[src/rtl/word_merger.sv]
// word_merger: collects a byte-serial stream into 32-bit words.
// Four accepted bytes become one word. The order of the bytes in the word is
// set by MSB_FIRST. The output register can drain while the next word is filling.
// Only the byte that would complete a word is held back by a stalled consumer.

`timescale 1ns/1ps

module word_merger #(
    parameter bit MSB_FIRST = 1'b1
) (
    input  logic        clk,
    input  logic        rst_n,
    input  logic        clr,
    input  logic [7:0]  in_byte,
    input  logic        in_valid,
    output logic        in_ready,
    output logic [31:0] out_word,
    output logic        out_valid,
    input  logic        out_ready,
    output logic [1:0]  byte_cnt
);

    logic [1:0]  byteCnt_q, byteCnt_d;
    logic [31:0] acc_q, acc_d;
    logic [31:0] outWord_q, outWord_d;
    logic        outValid_q, outValid_d;

    logic [1:0]  lane;
    logic [31:0] merged;
    logic        byteXfer;
    logic        wordXfer;
    logic        wordDone;

    // The 4th byte may enter only if the output register is empty or draining this cycle.
    always_comb begin
        in_ready = (byteCnt_q != 2'd3) | ~outValid_q | out_ready;
    end

    // Decode the handshakes. A byte that arrives together with clr is dropped.
    always_comb begin
        byteXfer = in_valid & in_ready & ~clr;
        wordXfer = outValid_q & out_ready;
        wordDone = byteXfer & (byteCnt_q == 2'd3);
    end

    // Put the incoming byte into the lane for its position in the word.
    always_comb begin
        lane   = MSB_FIRST ? (2'd3 - byteCnt_q) : byteCnt_q;
        merged = acc_q;
        merged[lane*8 +: 8] = in_byte;
    end

    // Next-state logic for the byte count, the accumulator and the output register.
    always_comb begin
        byteCnt_d  = byteCnt_q;
        acc_d      = acc_q;
        outWord_d  = outWord_q;
        outValid_d = outValid_q;

        if (wordXfer) begin
            outValid_d = 1'b0;
        end

        if (clr) begin
            byteCnt_d = 2'd0;
            acc_d     = 32'h0;
        end else if (byteXfer) begin
            byteCnt_d = byteCnt_q + 2'd1;
            acc_d     = merged;
            if (wordDone) begin
                outWord_d  = merged;
                outValid_d = 1'b1;
            end
        end
    end

    // State registers. Reset clears them immediately, without waiting for a clock.
    always_ff @(posedge clk or negedge rst_n) begin
        if (!rst_n) begin
            byteCnt_q  <= 2'd0;
            acc_q      <= 32'h0;
            outWord_q  <= 32'h0;
            outValid_q <= 1'b0;
        end else begin
            byteCnt_q  <= byteCnt_d;
            acc_q      <= acc_d;
            outWord_q  <= outWord_d;
            outValid_q <= outValid_d;
        end
    end

    // Drive the outputs directly from the registers.
    always_comb begin
        out_word  = outWord_q;
        out_valid = outValid_q;
        byte_cnt  = byteCnt_q;
    end

endmodule

[config.mk]
export PLATFORM = sky130hd
export DESIGN_NAME = word_merger
export DESIGN_NICKNAME = d
export VERILOG_FILES = /design/src/rtl/word_merger.sv
export SDC_FILE = /design/constraint.sdc
export NUM_CORES = 1
export LEC_CHECK = 0
export CORE_MARGIN = 3
export CORE_UTILIZATION = 47
export CTS_CLUSTER_SIZE = 10
export DETAILED_ROUTE_END_ITERATION = 6
export PLACE_DENSITY = 0.81
export SYNTH_ARGS = -nofsm -noshare
export SYNTH_HDL_FRONTEND = slang
export SYNTH_SLANG_ARGS = --single-unit
[constraint.sdc]
create_clock -name clk -period 1.82 [get_ports clk]
set_clock_uncertainty 0.1 [all_clocks]
set_input_delay 0.182 -clock clk [delete_from_list [all_inputs] [get_ports clk]]
set_output_delay 0.182 -clock clk [all_outputs]
set_load 0.02 [all_outputs]
* Word-level counts from Yosys, hierarchy flattened
Index checks and enable logic that the tools add are counted.
Operators by class: add/sub/neg operators 3, $mul 0, bitwise operators 8, equal/unequal tests 2, divide/modulo/power cells 0, order comparisons 0, reduce and logical (&&, ||, !) cells 2, multiplexer cells 9, shifts and indexed selects 2
Operators by type and width (number):
- 32-bit 2-to-1 mux | 2
- 5-bit negation with 34-bit output | 1
- 8-bit by 34-bit variable shift with 32-bit output (first input constant) | 1
- 8-bit by 34-bit variable part select with 32-bit output | 1
- 32-bit bitwise mux | 1
- 1-bit AND | 4
- 1-bit 2-to-1 mux | 4
- 2-bit 2-to-1 mux | 2
- 3-bit AND reduction | 1
- 2-bit by 1-bit adder with 2-bit output (second input constant) | 1
- 2-bit equality test (second input constant) | 1
- 2-bit inequality test (second input constant) | 1
- 1-bit inverter | 2
- 1-bit OR | 2
- 2-bit nonzero test | 1
- 2-bit subtractor (first input constant) | 1
Storage, ports and cells: memories kept 0, bits in latches 0, bits in writable memories 0, bits in read-only memories 0, output and inout port bits 36, register bits after elaboration 67, word-level logic and storage cells 30

* Depth between registers and ports, before layout
Gate-level depths: netlist of the first run.
depth after elaboration 9, mapped depth 7, depth with buffers taken out 5

* Least setup slack after synthesis of the first run
No wires, ideal clock.
kind flip-flop to flip-flop, from reg byteCnt_q[0] (netlist: byte_cnt[0]), to reg acc_q[0], cell stages (with the launch flop) 8, required time 1.599 ns, path buffers 2, clock period less this slack 2.145 ns, setup time 0.121 ns, path slack -0.325 ns, data arrival time 1.924 ns, path through dfrtp_1 inv_1 ha_1 and4b_1 buf_2 and3_1 buf_2 a22o_1
Between the ends: cells in the longest elaborated chain, start to end 6, elaborated cells between the ends (all ways) 13, those cells by class add/sub: 2; eq/ne: 1; shift: 2; mux: 3; bitwise: 4; reduce/logical: 1
RTL lines:
- start: declaration | RTL line 23 | logic [1:0] byteCnt_q, byteCnt_d;
- start signal: assignment | RTL line 85 | byteCnt_q <= byteCnt_d;
- 2-bit subtractor / 2-bit inequality test (equally long branches) | RTL line 48, 36
- 5-bit negation with 34-bit output / 1-bit OR (equally long branches) | RTL line 50, 36
- 8-bit by 34-bit variable part select with 32-bit output, or another cell as far along | RTL line 50 | merged[lane*8 +: 8] = in_byte;
- 32-bit bitwise mux / 1-bit AND (equally long branches) | RTL line 50, 41
- 32-bit 2-to-1 mux / 1-bit AND (equally long branches) | RTL line 67, 41
- 32-bit 2-to-1 mux / 2-bit nonzero test (equally long branches)
- end signal: assignment | RTL line 81 | acc_q <= 32'h0;
- end signal: assignment | RTL line 86 | acc_q <= acc_d;
- end: declaration | RTL line 24 | logic [31:0] acc_q, acc_d;
Parallel ways exist; a longest one is shown, timed or not. The select of a mux whose other input is x is not followed. A chain may end at the register's enable or synchronous reset.

* Worst setup path in the final report of the first run
from reg byteCnt_q[1] (netlist: byte_cnt[1]), to reg acc_q[0]
The elaborated chain is that of the path after synthesis.

==> impl_results.md, run 1 <==
* H-tree Lvls at 3
* Post-Syn Instances at 201
* Die W at 83.48 µm
* Initial Utilization at 0.5001
* CTS Sinks at 67
* Routed length per instance at 18.36 µm
* Die area at 0.006969 mm²
* CP required at 1.99 ns
* Gr ovfl total at 0
* IO Pins at 49
* Min-delay worst type: in2async
* Vias in the first global route at 2060
* DR WL met3 at 428 µm
* Final setup vio count at 0
* CTS buffer count at 9
* Nets@finish at 299
* Clock latency on the worst-skew pair at 0.33 ns
* DR vias at 1974
* Worst path arrival time at 1.94 ns
* Outcome: completed
* Met2 WL at 3.055 mm
* Max Cap Viol at 0
* RSZ-0062 raised after global routing: false
* Yosys warnings at 0
* DP Wirelength at 4.385 mm
* Delay-heaviest family, CP: simple AND/OR/NAND/NOR gates
* N_diodes at 0
* Largest net degree at the start of global routing at 68
* Sequential cell area at 0.001679 mm²
* Crit share post-route at 0.9720
* Pwr dens at 759.0 mW/mm²
* Top Layer Used: met4
* CP Launch Type: flip-flop
* Reg2Reg Depth at 5
* Vias per cell at 5.529
* DRT iter0 DRCs at 86
* Worst-path clk slew at 0.07 ns
* Worst slew margin at 0.7414
* Crit. End Element: flip-flop
* Crit Path Max Fanout at 9
* Routed metal-1 wirelength at 2.908 mm
* Worst Tran Pin Value at 0.3866 ns
* Placed Cells at 341
* Antenna-violating nets left at 0
* CP Class: reg2reg
* Placed inst area at 0.003616 mm²
* CTS tree: done
* Site row count at 27
* Avg Inst Size Synth at 14.04 µm²
* CTS root buf: clkbuf_8
* Antenna violations before repair at 0
* Synth area leader: dfrtp_1
* Post-Synthesis Cell Area at 0.002821 mm²
* Filler cells at 427
* Maximum clock frequency at 565.3 MHz
* Crit path depth at 5
* Die Span Y at 83.48 µm
* GPL Wtd Cong at 0.8244
* Synth top area cells: dfrtp_1 59%, mux2_2 13%, a22o_1 12%
* Leak at 1.826 nW
* Worst VDD drop at 505.8 µV
* Slowest cell on crit path: dfrtp_2
* Clk buf depth at 2
* Final worst path period need at 1.769 ns
* Post-synthesis net count at 219
* GR Util All Layers at 0.2013
* Synthesized flop and latch total at 67
* Max Transition Viols Final at 0
* Post-Layout Cell Count at 357
* Port Buf Inserts at 48
* Synth-to-Final Area Change at 34.90%
* CP bufs+invs at 1
* Post-CTS Setup Bufs at 0
* Routed wire length at 6.553 mm
* Worst-path cell chain: inv_2 > ha_4 > and4b_4 > and3_4 > a22o_1
* Post-synthesis sequential area ratio at 0.5942
* First-pass GRT wire length at 10.79 mm
* Final hold vios at 0
* Core area at 0.005642 mm²
* Max incr delay on CP at 0.44 ns
* Residual DRC at 0
* Post-Layout Inst Area at 0.003806 mm²
* Synth cell types at 23
* Multi-input gate area at 0.001145 mm²
* Pre-antenna DRT Iters at 4
* Top-area cell type share of the netlist area at 0.5942
* Layout cells sized above 1 at 0.3088
cell usage after synthesis (all sizes together):
| cell | n |
|---|---|
| nand2 | 2 |
| a31oi | 4 |
| dfrtp | 67 |
| nor2b | 24 |
| nor3 | 1 |
| ha | 5 |
| nand3 | 2 |
| buf | 6 |
| and4b | 1 |
| nor2 | 2 |
| and2 | 1 |
| mux2 | 33 |
| nand3b | 1 |
| inv | 3 |
| nor4 | 2 |
| and2b | 1 |
| nand4b | 1 |
| nand2b | 3 |
| and3 | 1 |
| a22o | 40 |
| o31ai | 1 |
routing by layer:
layer	global-route usage	vias up
met5	0	-
met4	0.09795	0
met3	0.03751	15
met2	0.3054	76
met1	0.2789	977
li1	-	906
flip-flops by register name, summed over array words and instances (netlist names):
| register | count |
|---|---|
| byte_cnt | 2 |
| out_valid | 1 |
| out_word | 32 |
| acc_q | 32 |
cell families after synthesis:
kind of cell               share of synthesized area
DFF                                           0.5942
AOI/OAI and AO/OA                             0.1357
buffers and inverters                        0.01463
adders and majority gates                    0.02217
and+or+nand+nor                               0.1016
muxes                                         0.1317
final cells by class:
type / count / area share
Timing Repair Buffer: 75 / 0.1890
Tap cell: 72 / 0.02367
Clock inverter: 2 / 0.003287
Inverter: 3 / 0.002959
Clock buffer: 13 / 0.03912
Multi-Input combinational cell: 125 / 0.3008
Sequential cell: 67 / 0.4412
worst reg2reg max path: stages, from the launching register on:
cell,delay [ns]
dfrtp_2,0.44
inv_2,0.11
ha_4,0.22
and4b_4,0.41
and3_4,0.26
a22o_1,0.16
layout by cell type, fill, tap and decap left out, drive strengths merged, types with 2 or more instances in the layout:
master / Yosys / layout
clkdlybuf4s50: 0 / 46
buf: 6 / 27
nand3: 2 / 2
nand2b: 3 / 3
nor2b: 24 / 24
nor2: 2 / 2
a31oi: 4 / 4
dfrtp: 67 / 67
inv: 3 / 3
a22o: 40 / 40
nand2: 2 / 2
mux2: 33 / 33
nor4: 2 / 2
ha: 5 / 5
clkbuf: 0 / 13
path summary, 6_finish.rpt:
path | slack [ns] | end | from
min | 0.29 | out_word[29] | rst_n
max | 0.05 | acc_q[0] | byte_cnt[1]
max in group asynchronous | 1.02 | byte_cnt[0] | rst_n
max reg2reg | 0.05 | acc_q[0] | byte_cnt[1]
min in group clk | 0.39 | acc_q[26] | acc_q[26]
min reg2reg | 0.39 | acc_q[26] | acc_q[26]
power by group:
part,total [mW],switching (mW),leakage [nW],internal [mW]
clock network,1.06,0.533,0.0795,0.524
registers,1.53,0.0169,0.929,1.51
logic,0.302,0.164,0.818,0.138
total,2.89,0.714,1.83,2.17
metrics by stage:
step / util / power, mW / TNS (ns) / setup slack (ns) / hold slack (ns)
6_report: 0.6747 / 2.889 / 0 / 0.05091 / 0.2925
5_1_grt: 0.6747 / 2.992 / 0 / 0.008611 / 0.3157
4_1_cts: 0.6731 / 2.908 / 0 / 0.006587 / 0.3005
3_5_place_dp: 0.6409 / 1.855 / -2.156 / -0.2051 / 0.1295
3_3_place_gp: 0.6409 / 1.847 / -0.6691 / -0.04856 / 0.1199
2_1_floorplan: - / 1.675 / -1.459 / -0.06470 / -0.2136
what timing repair did:
item                       CTS  global route
gates resized for setup      6             3
setup endpoints to repair   18            34
hold buffers                 1             0
hold endpoints to repair    67             0
No activity file was read; power rests on OpenSTA's default activity.
==> run 2, diff against run 1 <==
Settings changed: CAP_MARGIN set to 20, CTS_CLUSTER_DIAMETER set to 120, PLACE_DENSITY 0.81 to 0.75.
==> impl_results.md, run 2 (synthesis gave the netlist of run 1 again) <==
* Final setup vio count at 0 (unchanged)
* Die area at 0.006969 mm² (unchanged)
* Multi-input gate area at 0.001150 mm² (was 0.001145 mm²)
* Synth-to-Final Area Change at 35.43% (was 34.90%)
* Crit path launch: byte_cnt[0] (was byte_cnt[1])
* Residual DRC at 0 (unchanged)
* Vias per cell at 5.549 (was 5.529)
* Gr ovfl total at 0 (unchanged)
* CP Launch Type: flip-flop (unchanged)
* Largest net degree at the start of global routing at 68 (unchanged)
* Clock latency on the worst-skew pair at 0.34 ns (was 0.33 ns)
* Worst-path clk slew at 0.07 ns (about the same)
* Setup TNS at 0 ns (unchanged)
* Tot Pwr at 2.922 mW (was 2.889 mW)
* Most frequent cells in the layout: 65 x dfrtp_1, 45 x clkdlybuf4s50_1, 40 x a22o_1 (was 65 x dfrtp_1, 46 x clkdlybuf4s50_1, 40 x a22o_1)
* Clk buf depth at 2 (unchanged)
* Layout cells sized above 1 at 0.3136 (was 0.3088)
* GR Util All Layers at 0.1889 (was 0.2013)
* Leak at 1.847 nW (was 1.826 nW)
* CP bufs+invs at 1 (unchanged)
* Sequential cell area at 0.001679 mm² (unchanged)
* CTS tree: done (unchanged)
* CTS buffer count at 9 (unchanged)
* Delay-heaviest family, CP: flip-flops (was simple AND/OR/NAND/NOR gates)
* Worst reg-to-reg setup slack at 0.06 ns (was 0.05 ns)
* Site row count at 27 (unchanged)
* Crit. End Element: output port (was flip-flop)
* DR vias at 1992 (was 1974)
* CTS root buf: clkbuf_8 (unchanged)
* Critical Path Sink: in_ready (was acc_q[0])
* Final worst path period need at 1.806 ns (was 1.769 ns)
* Initial Utilization at 0.5001 (unchanged)
* Pre-antenna DRT Iters at 4 (unchanged)
* DP Wirelength at 4.306 mm (was 4.385 mm)
* CP required at 1.54 ns (was 1.99 ns)
* Antenna violations before repair at 0 (unchanged)
* Slowest cell on crit path: dfrtp_2 (unchanged)
* First-pass GRT wire length at 10.29 mm (was 10.79 mm)
* Internal power at 2.215 mW (was 2.175 mW)
* Worst path arrival time at 1.52 ns (was 1.94 ns)
* Hold WS at 0.2894 ns (was 0.2925 ns)
* Most common cell after layout, fill and taps aside: dfrtp_1 (unchanged)
* Post-CTS Setup Bufs at 0 (unchanged)
* Die Span Y at 83.48 µm (unchanged)
* Min-delay worst type: in2async (unchanged)
* Filler cells at 413 (was 427)
* FF-to-FF Start: byte_cnt[0] (was byte_cnt[1])
* Pwr dens at 764.8 mW/mm² (was 759.0 mW/mm²)
* Worst R2R End: out_word[7] (was acc_q[0])
* Worst-path cell chain: ha_2 > nand3b_2 > clkdlybuf4s15_2 (was inv_2 > ha_4 > and4b_4 > and3_4 > a22o_1)
* H-tree Lvls at 3 (unchanged)
* RSZ-0062 raised after global routing: true (was false)
* Crit path depth at 3 (was 5)
* Core area at 0.005642 mm² (unchanged)
* Switching Fraction at 0.2420 (was 0.2471)
* CTS Sinks at 67 (unchanged)
* Crit share post-route at 0.9924 (was 0.9720)
* Nets@finish at 300 (was 299)
* Power share of the clock group at 0.374 (was 0.366)
* Post-Layout Inst Area at 0.003821 mm² (was 0.003806 mm²)
* Die W at 83.48 µm (unchanged)
* Max Transition Viols Final at 0 (unchanged)
* IO Pins at 49 (unchanged)
* Port Buf Inserts at 48 (unchanged)
* Final hold vios at 0 (unchanged)
* Max Cap Viol at 0 (unchanged)
* Max incr delay on CP at 0.44 ns (about the same)
* Maximum clock frequency at 553.6 MHz (was 565.3 MHz)
* Antenna-violating nets left at 0 (unchanged)
* Routed length per instance at 17.94 µm (was 18.36 µm)
* Placed inst area at 0.003616 mm² (unchanged)
* Combinational fraction of design power at 0.102 (was 0.105)
* Reg2Reg Depth at 5 (unchanged)
* Worst VDD drop at 437.7 µV (was 505.8 µV)
* Worst Tran Pin Value at 0.5045 ns (was 0.3866 ns)
* Crit Path Max Fanout at 7 (was 9)
* Vias in the first global route at 2032 (was 2060)
* DRT iter0 DRCs at 118 (was 86)
* CP Class: reg2out (was reg2reg)
* GPL Wtd Cong at 0.9265 (was 0.8244)
* Routed wire length at 6.440 mm (was 6.553 mm)
* Sequential Power Share at 0.524 (was 0.530)
* NetSw at 0.7071 mW (was 0.7139 mW)
* Worst slew margin at 0.6618 (was 0.7414)
* N_diodes at 0 (unchanged)
* Outcome: completed (unchanged)
## run 2: worst min-delay path by stage
stage               startpoint           to  slack [ns]  cells past startpoint
finish                   rst_n  out_word[4]        0.29                      3
global route             rst_n    acc_q[29]        0.32                      3
CTS                      rst_n  out_word[5]        0.30                      3
detailed placement       rst_n  out_word[5]        0.12                      2
global placement         rst_n  out_word[4]        0.13                      2
floorplan                rst_n     acc_q[0]       -0.21                      0
## run 2: what timing repair did
item | CTS | global route
gates resized for setup | 6 | 3
cloned | 0 | 1
hold buffers | 1 | 0
setup endpoints to repair | 19 | 17
hold endpoints to repair | 67 | 0
## run 2: cell type report
| type | instances | area share |
|---|---|---|
| Multi-Input combinational cell | 126 | 0.3009 |
| Sequential cell | 67 | 0.4394 |
| Timing Repair Buffer | 75 | 0.1880 |
| Inverter | 3 | 0.002947 |
| Clock buffer | 14 | 0.04257 |
| Tap cell | 72 | 0.02358 |
| Clock inverter | 2 | 0.002620 |
## run 2: power groups by stage
stage	registers [mW]	logic [mW]	clock network (mW)
after floorplan	1.57	0.106	0
after global placement	1.56	0.289	0
after detailed placement	1.56	0.292	0
after CTS	1.53	0.294	1.11
after global routing	1.53	0.319	1.18
final	1.53	0.297	1.09
## run 2: metrics by stage
step / setup WS (ns) / utilization / instances
after detailed placement: -0.09037 / 0.6409 / 341
after global placement: -0.03888 / 0.6409 / 341
after floorplan: -0.06470 / - / 201
final: 0.01375 / 0.6773 / 359
after CTS: 0.008463 / 0.6744 / 358
after global routing: -0.03635 / 0.6773 / 359
## run 2: routing by layer
| layer | up-vias | wire, µm | global-route usage |
|---|---|---|---|
| li1 | 908 | - | - |
| met1 | 1005 | 3002 | 0.2602 |
| met2 | 64 | 2947 | 0.2886 |
| met3 | 15 | 322 | 0.03751 |
| met4 | 0 | 167 | 0.08918 |
| met5 | - | 0 | 0 |
## run 2: worst min-delay path, delay by kind of cell
| family | cells | cell delay [ns] |
|---|---|---|
| buffers and inverters | 3 | 0.94 |
==> run 3, diff against run 2 <==
Settings changed: ABC_CLOCK_PERIOD_IN_PS set to 1820, SKIP_LAST_GASP set to 1.
==> impl_results.md, run 3 (synthesis gave the netlist of run 1 again) <==
* Outcome: completed (unchanged)
* DRT iter0 DRCs at 118 (unchanged)
* CTS tree: done (unchanged)
* CTS root buf: clkbuf_8 (unchanged)
* Combinational fraction of design power at 0.102 (about the same)
* Pre-antenna DRT Iters at 4 (unchanged)
* Most common cell after layout, fill and taps aside: dfrtp_1 (unchanged)
* NetSw at 0.7073 mW (was 0.7071 mW)
* Worst slew margin at 0.6653 (was 0.6618)
* Nets@finish at 300 (unchanged)
* Largest net degree at the start of global routing at 68 (unchanged)
* Residual DRC at 0 (unchanged)
* Switching Fraction at 0.2420 (about the same)
* Clock latency on the worst-skew pair at 0.34 ns (about the same)
* Filler cells at 413 (unchanged)
* Clk buf depth at 2 (unchanged)
* Placed Cells at 341 (unchanged)
* Power share of the clock group at 0.374 (about the same)
* Max Cap Viol at 0 (unchanged)
* Worst Tran Pin Value at 0.4993 ns (was 0.5045 ns)
* DR vias at 1986 (was 1992)
* N_diodes at 0 (unchanged)
* Final setup vio count at 0 (unchanged)
* Post-CTS Setup Bufs at 0 (unchanged)
* Synth-to-Final Area Change at 35.21% (was 35.43%)
* Die area at 0.006969 mm² (unchanged)
* IO Pins at 49 (unchanged)
* Routed length per instance at 17.92 µm (was 17.94 µm)
* GR Util All Layers at 0.1889 (unchanged)
* Initial Utilization at 0.5001 (unchanged)
* Tot Pwr at 2.923 mW (was 2.922 mW)
* Reg2Reg Depth at 5 (unchanged)
* Die W at 83.48 µm (unchanged)
* GPL Wtd Cong at 0.9265 (unchanged)
* Die Span Y at 83.48 µm (unchanged)
* Worst VDD drop at 438.0 µV (was 437.7 µV)
* Min-delay worst type: in2async (unchanged)
* Layout cells sized above 1 at 0.3136 (unchanged)
* Leak at 1.845 nW (was 1.847 nW)
* CTS Sinks at 67 (unchanged)
* DP Wirelength at 4.306 mm (unchanged)
* Vias in the first global route at 2032 (unchanged)
* Core area at 0.005642 mm² (unchanged)
* Worst reg-to-reg setup slack at 0.06 ns (about the same)
* FF-to-FF Start: byte_cnt[0] (unchanged)
* First-pass GRT wire length at 10.29 mm (unchanged)
* Post-Layout Cell Count at 359 (unchanged)
* Final worst path period need at 1.763 ns (was 1.806 ns)
* Antenna-violating nets left at 0 (unchanged)
* CTS buffer count at 9 (unchanged)
* RSZ-0062 raised after global routing: false (was true)
* CP required at 1.94 ns (was 1.54 ns)
* CP Launch Type: flip-flop (unchanged)
* Max Transition Viols Final at 0 (unchanged)
* Crit share post-route at 0.9688 (was 0.9924)
* Maximum clock frequency at 567.1 MHz (was 553.6 MHz)
* Sequential Power Share at 0.524 (about the same)
* Worst-path clk slew at 0.07 ns (about the same)
* Worst R2R End: out_word[7] (unchanged)
* Site row count at 27 (unchanged)
* Crit. End Element: flip-flop (was output port)
* Routed wire length at 6.434 mm (was 6.440 mm)
* Antenna violations before repair at 0 (unchanged)
* Final hold vios at 0 (unchanged)
* Worst path arrival time at 1.89 ns (was 1.52 ns)
* H-tree Lvls at 3 (unchanged)
* Vias per cell at 5.532 (was 5.549)
* Internal power at 2.215 mW (unchanged)
* Pwr dens at 766.1 mW/mm² (was 764.8 mW/mm²)
* Port Buf Inserts at 48 (unchanged)
* Crit Path Max Fanout at 7 (unchanged)
* CP Class: reg2reg (was reg2out)
* Gr ovfl total at 0 (unchanged)
* Most frequent cells in the layout: 65 x dfrtp_1, 45 x clkdlybuf4s50_1, 40 x a22o_1 (unchanged)
## run 3: changes by cell type in the layout (fill, tap and decap cells not counted), sizes merged
cell,change
clkbuf,+1
clkdlybuf4s15,-1
## run 3: area by class of cell
| cell class | instances | area (µm²) | share of cell area |
|---|---|---|---|
| Clock buffer | 14 | 162.7 | 0.04264 |
| Clock inverter | 2 | 10.01 | 0.002624 |
| Inverter | 3 | 11.26 | 0.002952 |
| Multi-Input combinational cell | 126 | 1150 | 0.3014 |
| Sequential cell | 67 | 1679 | 0.4401 |
| Tap cell | 72 | 90.09 | 0.02361 |
| Timing Repair Buffer | 75 | 711.9 | 0.1866 |
## run 3: metal layers
layer	GRT usage	part of all wire
met3	0.03751	0.049
met1	0.2602	0.47
met2	0.2886	0.46
met5	0	0
met4	0.08918	0.026
## run 3: timing repair
action                     4_1_cts  5_1_grt
gates resized for setup          4        5
gates cloned                     0        1
hold endpoints to repair        67        0
hold buffers                     1        0
setup endpoints to repair       19       17
## run 3: through the flow
stage	setup TNS [ns]	setup slack, ns	cell area [µm²]	hold slack [ns]	util
3_5_place_dp	-1.158	-0.09037	3616	0.1248	0.6409
5_1_grt	0	0.01136	3815	0.3189	0.6762
6_report	0	0.05674	3815	0.2891	0.6762
3_3_place_gp	-0.5058	-0.03888	3616	0.1266	0.6409
4_1_cts	-0.06112	-0.06112	3802	0.2998	0.6740
2_1_floorplan	-1.459	-0.06470	2860	-0.2136	-
## run 3: power by group through the flow
| stage | Clock (mW) | Sequential (mW) | Combinational, mW |
|---|---|---|---|
| 2_1_floorplan | 0 | 1.57 | 0.106 |
| 4_1_cts | 1.11 | 1.53 | 0.294 |
| 5_1_grt | 1.18 | 1.53 | 0.319 |
| 6_report | 1.09 | 1.53 | 0.297 |
| 3_3_place_gp | 0 | 1.56 | 0.289 |
| 3_5_place_dp | 0 | 1.56 | 0.292 |
## run 3: how the worst max path moves through the flow
stage / end / depth (start not counted) / slack [ns] / start
global placement: acc_q[3] / 5 / -0.04 / byte_cnt[1]
finish: out_word[7] / 5 / 0.06 / byte_cnt[0]
global route: acc_q[11] / 6 / 0.01 / byte_cnt[0]
CTS: in_ready / 3 / -0.06 / byte_cnt[0]
floorplan: acc_q[16] / 5 / -0.06 / byte_cnt[1]
detailed placement: acc_q[20] / 5 / -0.09 / byte_cnt[1]
## run 3: critical path, stage by stage (launching register included)
cell and delay (ns):
dfrtp_2 0.44, inv_2 0.08, ha_4 0.30, and4b_2 0.27
a22o_1 0.19, mux2_2 0.26
==> patch 1 (settings of run 2) <==
Set the parameter `MSB_FIRST` to 1'b0 (it was 1'b1).
--- a/src/rtl/word_merger.sv
+++ b/src/rtl/word_merger.sv
@@ -6,7 +6,7 @@
 `timescale 1ns/1ps
 
 module word_merger #(
-    parameter bit MSB_FIRST = 1'b1
+    parameter bit MSB_FIRST = 1'b0
 ) (
     input  logic        clk,
     input  logic        rst_n,
Function: changed (a bounded check fails within 10 cycles, from zero or initial values and one cycle with rst_n low).
==> patch 1 against run 2 <==
  * Global-route usage up 2.4 points
  * Sequential cell count is 8 lower
  * Sequential share of layout area down 4.6 points
  * Wire length up 6.6%
  * Synthesized area down 0.35%
  * Setup slack improved by 0.056 ns
  * Final area is 1.7% lower
  * Critical endpoint is now acc_q[18]$_DFFE_PN0P_
Power is not compared: it rests on default switching activity, and its combinational part moved more than twofold at a synthesized area within 25%.
==> patch 1: results (changes against run 2) <==
metric,value,unit,change
ys_top_cells_by_area,"dfrtp_1, a21oi_1, a22o_1",,
muxShareOfSynthArea,0.02537,,-0.1063
path_max_fanout,8,,+1
wirelength,6865,microns,+6.6%
yosysUniqueCellTypes,30,,+30%
min_path_type,in2async,,
drive_gt1_frac,0.2025,,-0.1111
synth_fa_ha_area_frac,0.02225,,+0.00007894
ir_drop,0.6089,mV,
synth_xor_area_frac,0,,unchanged
clockBufferDepth,2,,unchanged
ys_seq_area_frac,0.5251,,-0.06909
finalHoldViolCount,0,,unchanged
relSlewSlack,0.6329,,-0.02895
antenna_found_initial,0,,unchanged
syn_nets,275,,+26%
root_buffer,clkbuf_8,,
track_usage,0.2131,,+0.02415
clk_latency,0.34,ns,about the same
cpMaxStageDelayCell,dfrtp_2,,
synth_commonest_cells,"dfrtp_1, a21oi_1, a22o_1, a31oi_1, and2b_1",,
place.gp.congestion,0.8231,,-11%
async_flop_share,1.000,,unchanged
clk_pin_slew,0.07,ns,about the same
synth_compound_area_frac,0.2363,,+0.1006
drt_iter0_drc,181,,+53%
fin_nets,339,,+13%
htreeDepth,3,,unchanged
numCtsBuffers,9,,unchanged
nFillCells,440,,+6.5%
io_buffers,48,,unchanged
grt_pass1_vias,2302,,+13%
status,completed,,
cp_data_arrival_time,1.87,ns,+0.35 ns
p_leak,1.716,nW,
slowest_delay,0.43,ns,
dr.pass1.iters,4,,unchanged
grt_pass1_wl,11740,microns,+14%
antenna_cells,0,,unchanged
largest_reg_flops,32,,
ys_warn_count,0,,unchanged
hpwl,4852,microns,+13%
grt_max_degree,30,,-56%
vias_per_cell,5.706,,+2.8%
patch 1: changes by cell type after synthesis, moves of 8 or more:
cell     delta
a31oi_1    +20
mux2_2     -33
a21oi_1    +48
nor2b_1    -14
and2b_1    +14
dfrtp_1     -8
a22o_1     -13
buf_1       +9
patch 1: power by group:
part | switching [mW] | total, mW | leakage, nW | internal (mW)
clock network | 0.513 | 1.25 | 0.108 | 0.739
registers | 0.116 | 1.65 | 0.777 | 1.53
logic | 0.622 | 1.22 | 0.831 | 0.595
total | 1.25 | 4.12 | 1.72 | 2.87
patch 1: stage by stage:
stage,hold slack [ns],instance area (sq um),utilization,cells,worst slack [ns]
6_report,0.2635,3756,0.6658,398,0.06993
5_1_grt,0.3154,3756,0.6658,398,0.01083
4_1_cts,0.2665,3741,0.6631,396,0.03662
3_5_place_dp,0.09892,3522,0.6243,379,-0.03413
3_3_place_gp,0.09221,3522,0.6243,379,-0.04357
2_1_floorplan,-0.2136,2839,-,257,0.01974
patch 1: critical path, delay by kind of cell, from the launching register on:
| family | cells | cell delay [ns] |
|---|---|---|
| flops | 1 | 0.43 |
| simple gates | 1 | 0.23 |
| fa+ha+maj | 1 | 0.21 |
| compound gates | 2 | 0.31 |
| buf+inv | 3 | 0.33 |
patch 1: layout make-up:
type / count / area, sq um / share of cell area
clock buffers: 12 / 165.2 / 0.04397
repair buffers: 80 / 750.7 / 0.1999
well taps: 72 / 90.09 / 0.02398
flip-flops and latches: 59 / 1479 / 0.3937
inverters: 8 / 35.03 / 0.009327
clock inverters: 4 / 47.55 / 0.01266
multi-input cells: 163 / 1189 / 0.3165
patch 1: final timing paths:
check / start / endpoint / slack [ns] / cells after the start
worst max register to register: byte_cnt[0]$_DFFE_PN0P_ / acc_q[18]$_DFFE_PN0P_ / 0.07 / 7
worst min register to register: acc_q[7]$_DFFE_PN0P_ / acc_q[7]$_DFFE_PN0P_ / 0.40 / 1
worst max-delay path: byte_cnt[0]$_DFFE_PN0P_ / acc_q[18]$_DFFE_PN0P_ / 0.07 / 7
worst min-delay path: rst_n / acc_q[8]$_DFFE_PN0P_ / 0.26 / 2
max in group asynchronous: rst_n / byte_cnt[0]$_DFFE_PN0P_ / 0.73 / 3
min in group clk: acc_q[7]$_DFFE_PN0P_ / acc_q[7]$_DFFE_PN0P_ / 0.40 / 1
patch 1: routing by layer:
metal	vias up	part of all wire	track usage	routed length, microns
li1	1061	-	-	-
met1	1121	0.44	0.2884	3020
met2	81	0.48	0.3382	3324
met3	8	0.063	0.05159	430
met4	0	0.013	0.06686	90
met5	-	0	0	0
patch 1: timing repair:
action | 4_1_cts | 5_1_grt
endpoints found under the setup margin | 1 | 25
buffers inserted | 0 | 2
hold endpoints to repair | 21 | 0
resized for setup | 5 | 1
pin swaps | 0 | 3
hold buffers | 1 | 0
==> patch 2 (settings of run 2) <==
Without the edit above. Put a register stage on the output `byte_cnt`, cleared by the reset. The value now appears one clock later. The other outputs are not delayed to match.
--- a/src/rtl/word_merger.sv
+++ b/src/rtl/word_merger.sv
@@ -19,6 +19,8 @@
     input  logic        out_ready,
     output logic [1:0]  byte_cnt
 );
+
+    logic [1:0] byte_cnt_d;
 
     logic [1:0]  byteCnt_q, byteCnt_d;
     logic [31:0] acc_q, acc_d;
@@ -93,7 +95,15 @@
     always_comb begin
         out_word  = outWord_q;
         out_valid = outValid_q;
-        byte_cnt  = byteCnt_q;
+        byte_cnt_d = byteCnt_q;
+    end
+
+    always_ff @(posedge clk or negedge rst_n) begin
+        if (!rst_n) begin
+            byte_cnt <= '0;
+        end else begin
+            byte_cnt <= byte_cnt_d;
+        end
     end
 
 endmodule
Check against the original RTL: not equivalent (Yosys sat finds a counterexample within 4 cycles, from zero or initial values and one cycle with rst_n low).
==> patch 2 against run 2 <==
  * Clock power rose by 13%
  * Setup slack about the same
  * Die area grew 2.1%
  * Final area is 3.5% higher
  * Power rose by 6.0%
  * Synthesized area is 2.3% higher
  * Wire length is 0.53% higher
  * Core utilization rose by 1.6 points
  * Critical path depth grew 1
  * Sequential cell count rose by 2
  * First-iteration DRC count fell by 3.4%
==> patch 2: results (changes against run 2) <==
metric,value,unit,change
wirelength,6474,microns,+0.53%
ys_top_cells_by_area,"dfrtp_1, mux2_2, a22o_1",,
status,completed,,
cp_data_arrival_time,1.52,ns,about the same
cpMaxStageDelayCell,dfrtp_2,,
syn_area_per_cell,14.08,sq um,+0.31%
relSlewSlack,0.7321,,+0.07024
syn_nets,223,,+1.8%
synth_top_family_by_area,compound AO/OA/AOI/OAI gates,,
grt.met1_usage,0.2627,,+0.002432
root_buffer,clkbuf_8,,
r2r_slack,0.02,ns,-0.04 ns
pre_cts_ws,-0.1784,ns,-0.08800 ns
wl_per_cell,17.79,microns,-0.85%
yosysUniqueCellTypes,26,,+13%
grt_pass1_wl,10400,microns,+1.0%
place_area,3640,sq um,+0.66%
ir_drop,0.4882,mV,+12%
path_max_fanout,5,,-2
place_inst,343,,+0.59%
grtUsageMet2,0.2855,,-0.003120
clk_pin_slew,0.07,ns,about the same
place.gp.congestion,0.8231,,-11%
synth_commonest_cells,"dfrtp_1, a22o_1, mux2_2, nor2b_1",,
ys_seq_area_frac,0.5982,,+0.003944
drive_gt1_frac,0.3253,,+0.01175
r2r-end,acc_q[27]$_DFFE_PN0P_,,
muxShareOfSynthArea,0.1248,,-0.006870
synth_fa_ha_area_frac,0.02167,,-0.0004998
grt_max_degree,70,,+2.9%
synth_compound_area_frac,0.1361,,+0.0004091
fin_nets,305,,+1.7%
setup_ws,0.01352,ns,-0.0002236 ns
vias,2018,,+1.3%
critPathLaunch,byteCnt_q[0]$_DFFE_PN0P_,,
cts_resized,10,,+4
hpwl,4252,microns,-1.3%
clockBufferDepth,2,,unchanged
grtUsageMet3,0.03827,,+0.0007605
track_usage,0.1877,,-0.001294
antenna_cells,0,,unchanged
drt_iter0_drc,114,,-3.4%
p_leak,1.897,nW,+2.7%
[patch 2: cell types whose count changed in the layout (fill, tap and decap cells not counted), moves of 3 or more]
cell and change:
a32o_1 +4, buf_6 +6, a22o_1 -4, buf_4 +3
[patch 2: final cells by class]
cell class	instances	area, sq um
clock buffers	12	145.1
clock inverters	4	47.55
fillers	413	1753
inverters	3	11.26
multi-input cells	123	1175
flip-flops and latches	69	1729
well taps	72	90.09
repair buffers	81	758.2
[patch 2: worst min-delay path by stage]
| stage | to | slack (ns) | cells after the start |
|---|---|---|---|
| 2_1_floorplan | acc_q[0]$_DFFE_PN0P_ | -0.21 | 0 |
| 6_report | out_word[5]$_DFFE_PN0P_ | 0.29 | 3 |
| 4_1_cts | out_word[5]$_DFFE_PN0P_ | 0.31 | 3 |
| 3_3_place_gp | out_word[5]$_DFFE_PN0P_ | 0.13 | 2 |
| 3_5_place_dp | out_word[5]$_DFFE_PN0P_ | 0.13 | 2 |
| 5_1_grt | out_word[30]$_DFFE_PN0P_ | 0.31 | 3 |
[patch 2: cells by family after synthesis]
kind of cell / after synthesis
DFF: 69
AOI/OAI and AO/OA: 46
and+or+nand+nor: 40
muxes: 32
buffers and inverters: 13
adders and majority gates: 5
[patch 2: per-layer routing]
layer,up-vias,routed length [microns],share of wire
met1,1014,2968,0.46
met3,11,421,0.065
li1,926,-,-
met4,0,150,0.023
met2,67,2935,0.45
met5,-,0,0
[patch 2: where the power goes]
group          switching, mW  internal, mW  total (mW)  leakage [nW]
Sequential            0.0172          1.56        1.57         0.956
Combinational          0.158         0.140       0.298         0.844
Clock                  0.559         0.667        1.23        0.0964
Total                  0.733          2.36        3.10          1.90
